File: src/rtl/bus_slave_regfile.sv
// bus_slave_regfile: small parity-protected register file behind a strobe-based
// bus. A request is latched in IDLE, executed in ACCESS, acknowledged in RESP and
// the slave then parks in RELEASE until both strobes are released so that a
// held strobe is serviced only once. All outputs come straight from flops.
module bus_slave_regfile #(
    parameter int                    BUS_WIDTH  = 8,
    parameter int                    ADDR_WIDTH = 8,
    parameter int                    DEPTH      = 4,
    parameter logic [ADDR_WIDTH-1:0] BASE_ADDR  = 8'hF0
) (
    input  logic                  clk,
    input  logic                  reset,
    input  logic [ADDR_WIDTH-1:0] address,
    input  logic                  rb_n,
    input  logic                  wb_n,
    input  logic [BUS_WIDTH-1:0]  data_in,
    input  logic                  parity_in,
    output logic [BUS_WIDTH-1:0]  data_out,
    output logic                  data_oe,
    output logic                  parity_out,
    output logic                  ack_n,
    output logic                  err
);

    localparam int IDX_W = (DEPTH > 1) ? $clog2(DEPTH) : 1;

    // Address window widened by one bit so BASE_ADDR+DEPTH-1 cannot wrap.
    localparam logic [ADDR_WIDTH:0] LO_ADDR = {1'b0, BASE_ADDR};
    localparam logic [ADDR_WIDTH:0] HI_ADDR = LO_ADDR + (ADDR_WIDTH+1)'(DEPTH - 1);

    typedef enum logic [1:0] {
        IDLE    = 2'd0,
        ACCESS  = 2'd1,
        RESP    = 2'd2,
        RELEASE = 2'd3
    } state_t;

    typedef enum logic [1:0] {
        OP_READ    = 2'd0,
        OP_WRITE   = 2'd1,
        OP_ILLEGAL = 2'd2
    } op_t;

    // Even parity: XOR of all data bits.
    function automatic logic parity_f(input logic [BUS_WIDTH-1:0] v);
        return ^v;
    endfunction

    state_t                 state_r;
    state_t                 state_nx_s;
    op_t                    op_r;
    logic [IDX_W-1:0]       idx_r;
    logic [BUS_WIDTH-1:0]   wdata_r;
    logic                   wpar_r;
    logic                   bad_r;
    logic [BUS_WIDTH-1:0]   regs_r [DEPTH];
    logic [BUS_WIDTH-1:0]   data_out_r;
    logic                   data_oe_r;
    logic                   parity_out_r;
    logic                   ack_n_r;
    logic                   err_r;

    logic [ADDR_WIDTH:0]    addr_ext_s;
    logic                   hit_s;
    logic [IDX_W-1:0]       idx_s;
    logic                   req_s;

    // Address decode and request qualification.
    always_comb begin
        addr_ext_s = {1'b0, address};
        hit_s      = (addr_ext_s >= LO_ADDR) && (addr_ext_s <= HI_ADDR);
        idx_s      = IDX_W'(address - BASE_ADDR);
        req_s      = hit_s && !(rb_n && wb_n);
    end

    // State register.
    always_ff @(posedge clk) begin
        if (reset) begin
            state_r <= IDLE;
        end else begin
            state_r <= state_nx_s;
        end
    end

    // Next-state logic; RELEASE waits for both strobes high before re-arming.
    always_comb begin
        state_nx_s = state_r;
        case (state_r)
            IDLE: begin
                if (req_s) begin
                    state_nx_s = ACCESS;
                end else begin
                    state_nx_s = IDLE;
                end
            end
            ACCESS:  state_nx_s = RESP;
            RESP:    state_nx_s = RELEASE;
            RELEASE: begin
                if (rb_n && wb_n) begin
                    state_nx_s = IDLE;
                end else begin
                    state_nx_s = RELEASE;
                end
            end
            default: state_nx_s = IDLE;
        endcase
    end

    // Request capture, register access and registered bus outputs.
    always_ff @(posedge clk) begin
        if (reset) begin
            op_r         <= OP_READ;
            idx_r        <= '0;
            wdata_r      <= '0;
            wpar_r       <= 1'b0;
            bad_r        <= 1'b0;
            data_out_r   <= '0;
            parity_out_r <= 1'b0;
            data_oe_r    <= 1'b0;
            ack_n_r      <= 1'b1;
            err_r        <= 1'b0;
            for (int i = 0; i < DEPTH; i++) begin
                regs_r[i] <= '0;
            end
        end else begin
            case (state_r)
                IDLE: begin
                    if (req_s) begin
                        idx_r   <= idx_s;
                        wdata_r <= data_in;
                        wpar_r  <= parity_in;
                        if (!rb_n && !wb_n) begin
                            op_r <= OP_ILLEGAL;
                        end else if (!wb_n) begin
                            op_r <= OP_WRITE;
                        end else begin
                            op_r <= OP_READ;
                        end
                    end
                end
                ACCESS: begin
                    case (op_r)
                        OP_WRITE: begin
                            if (parity_f(wdata_r) == wpar_r) begin
                                regs_r[idx_r] <= wdata_r;
                                bad_r         <= 1'b0;
                            end else begin
                                bad_r         <= 1'b1;
                            end
                        end
                        OP_READ: begin
                            data_out_r   <= regs_r[idx_r];
                            parity_out_r <= parity_f(regs_r[idx_r]);
                            bad_r        <= 1'b0;
                        end
                        default: bad_r <= 1'b1;
                    endcase
                end
                default: begin
                end
            endcase
            // Outputs trail the state by one flop: RESP drives them for one cycle.
            ack_n_r   <= (state_r != RESP);
            data_oe_r <= (state_r == RESP) && (op_r == OP_READ);
            err_r     <= (state_r == RESP) && bad_r;
        end
    end

    assign data_out   = data_out_r;
    assign data_oe    = data_oe_r;
    assign parity_out = parity_out_r;
    assign ack_n      = ack_n_r;
    assign err        = err_r;

endmodule
File: config.mk
export PLATFORM = sky130hd
export DESIGN_NAME = bus_slave_regfile
export DESIGN_NICKNAME = d
export VERILOG_FILES = /design/src/rtl/bus_slave_regfile.sv
export SDC_FILE = /design/constraint.sdc
export NUM_CORES = 1
export LEC_CHECK = 0
export ABC_AREA = 1
export CORE_MARGIN = 1
export CORE_UTILIZATION = 47
export DETAILED_ROUTE_END_ITERATION = 12
export PLACE_DENSITY = 0.69
export SLEW_MARGIN = 20
export SYNTH_ARGS = -nofsm -noshare
export SYNTH_HDL_FRONTEND = slang
export SYNTH_SLANG_ARGS = --single-unit
export TNS_END_PERCENT = 30
File: constraint.sdc
create_clock -name clk -period 2.8 [get_ports clk]
set_clock_uncertainty 0.05 [all_clocks]
set_input_delay 0.56 -clock clk [delete_from_list [all_inputs] [get_ports clk]]
set_output_delay 0.56 -clock clk [all_outputs]
set_load 0.005 [all_outputs]
==> results_dict.tcl <==
set metrics [dict create \
    place.gp.congestion 0.740 \
    synth_ff_type "edfxtp_1" \
    grt_setup_unrepaired "no" \
    synth_warnings 0 \
    n_fill_cell 546 \
    setup_tns_ps 0 \
    start_util_pct 49.4 \
    fp.coreArea_um2 5990 \
    async_reset_ff_share_pct 0 \
    dr.pass1.iters 4 \
    ys_seq_elements 62 \
    clockBufferDepth 2 \
    final_cell_mix "124 x nand2_1, 38 x nor2_1, 32 x clkdlybuf4s50_1, 32 x edfxtp_1, 30 x dfxtp_1" \
    p_switching_mw 0.412 \
    slew_viol_final 0 \
    drt_iter0_markers 95 \
    seq_area_frac_synth_pct 52.8 \
    crit_slowest_cell "nand2_1" \
    ys_types 27 \
    clock_latency_ps 340 \
    seq_area_um2 1560 \
    internal-power_mw 1.45 \
    drc 0 \
    wl_um 5980 \
    root_buffer "clkbuf_8" \
    worstPathMaxFanout 9 \
    avgRoutedWirePerCell_um 12.5 \
    overflow 0 \
    syn_avg_cell_area_um2 8.24 \
    die_h_um 81.3 \
    multi_input_area_um2 1190 \
    grt_pass1_wl_um 10200 \
    via_per_inst 4.96 \
    critPathMostFrequentCell "nand2_1" \
    grt_max_degree 28 \
    endpoint_kind "register" \
    worst_pin_slew_ps 626 \
    cp.arrival_ps 1930 \
    yosysTopAreaCell "edfxtp_1" \
    clk_pin_slew_ps 70 \
    final_nets 418 \
    syn_area_um2 2960 \
    period_needed_ps 1980 \
    power_density_nw_per_um2 527 \
    numCtsBuffers 9 \
    io_buffers 32 \
    htreeDepth 3 \
    path_class "reg2reg" \
    post-route-period-util_pct 70.8 \
    p_clk_share_pct 40.9 \
    fmax_mhz 504 \
    seq_power_share_pct 52.6 \
    cts.sinks 62 \
    antenna_found_initial 0 \
    grt_pass1_vias 2198 \
    insertedDiodeCount 0 \
    cts_tree "done" \
    area_growth_pct 19.8 \
    maxCapViolations 0 \
    crit_path_cell_trace "inv_2 -> nand2_1 -> nand2_1 -> inv_1 -> nand2_1 -> nand2_1 -> clkinv_1 -> nand3_2 -> nand2_4 -> nand4_2 -> nand2_1" \
    power_frac_comb_pct 6.5 \
    slew_headroom_pct 58.2 \
    dp_hpwl_um 4380 \
    post_cts_resized 0 \
    grt.total_usage_pct 21.2 \
    row_count 28 \
    swShare_pct 22.1 \
    die_area_um2 6610 \
    cts_setup_buffers 0 \
    hold_violations 0 \
    drtAntennaViolNets 0 \
    leakagePower_nw 1.46 \
    cts-hold-fix-buffers 0 \
    post-route-util_pct 59.1 \
    worstSetupStartpointType "register" \
    critPathRequiredTime_ps 2750 \
    die_w_um 81.3 \
    syn-num-nets 380 \
    status "complete, no violations" \
    setup_viol 0 \
    postSynthCellCount 359 \
    vdd_drop_max_mv 0.254 \
    max_stage_delay_ps 370 \
    drive_gt1_share_pct 12.2 \
    synthTopCellsByArea "edfxtp_1 33%, dfxtp_1 20%, nand2_1 16%, nor2_1 4.8%, nand3_1 4.1%" \
    synth_enable_flop_cells 32 \
    vias 2367 \
    ios 33 \
    final_common_cell "nand2_1" \
    hold_path_class "reg2reg" \
    yosysTopAreaCellShare_pct 32.5 \
]
-- cell families after synthesis --
kind of cell	Yosys count	synth area share [%]
compound gates	36	7.11
simple gates	214	32.9
xor+xnor	1	0.296
flops	62	52.8
buf+inv	46	6.86
-- stage by stage --
step	setup slack, ps	instance area, um2	cells	hold WS [ps]	total power [mW]
floorplan	687	2960	359	358	1.07
global placement	604	3350	461	370	1.12
detailed placement	563	3350	461	389	1.12
CTS	796	3540	477	390	1.88
global route	633	3540	477	404	1.95
finish	817	3540	477	392	1.87
-- worst max-delay path, delay by kind of cell, from the launching register on --
family	cells	cell delay, ps
buf+inv	3	230
simple gates	8	1040
flops	1	320
-- cells in the mapped netlist, types with 2 or more instances --
cell	instances
nand3_1	24
inv_1	22
clkinv_1	4
nand2_2	4
inv_2	7
nand4_1	2
a211oi_1	12
buf_6	3
nand2_1	124
clkbuf_1	6
a21oi_1	12
nor3_2	10
nor3_1	6
buf_2	3
o21ai_0	11
edfxtp_1	32
nor2_1	38
dfxtp_1	30
-- final cells by class --
type                            instances  area share (%)
Sequential cell                        62            44.1
Multi-Input combinational cell        251            33.7
Timing Repair Buffer                   40            10.7
Clock buffer                           11            3.99
Inverter                               33            3.50
Tap cell                               75            2.65
Clock inverter                          5            1.38
-- final timing paths --
check | cells past startpoint | slack, ps | startpoint | endpoint
hold reg to reg | 2 | 390 | bad_r | err
setup / recovery | 11 | 820 | wdata_r[5] | regs_r[2][4]
setup reg to reg | 11 | 820 | wdata_r[5] | regs_r[2][4]
hold / removal | 2 | 390 | bad_r | err
-- flip-flops by register name, indices dropped and copies added, names as in the netlist, named ones only --
register / flops
ack_n: 1
idx_r: 2
data_out: 8
parity_out: 1
state_r: 2
bad_r: 1
data_oe: 1
wdata_r: 8
wpar_r: 1
err: 1
regs_r: 32
op_r: 2
-- routing by layer --
| layer | track usage [%] | part of all wire, % | vias up |
|---|---|---|---|
| li1 | - | - | 1246 |
| met1 | 29.2 | 49 | 1055 |
| met2 | 31.2 | 44 | 57 |
| met3 | 6.18 | 4.9 | 9 |
| met4 | 8.04 | 1.5 | 0 |
| met5 | 0 | 0 | - |
-- power groups by stage --
stage	combinational, mW	clock, mW	sequential (mW)
after global routing	0.139	0.824	0.983
after floorplan	0.0707	0	0.998
after global placement	0.120	0	1.00
after detailed placement	0.123	0	1.00
final	0.122	0.764	0.981
after CTS	0.123	0.774	0.981
(Power assumes the default switching activity.)
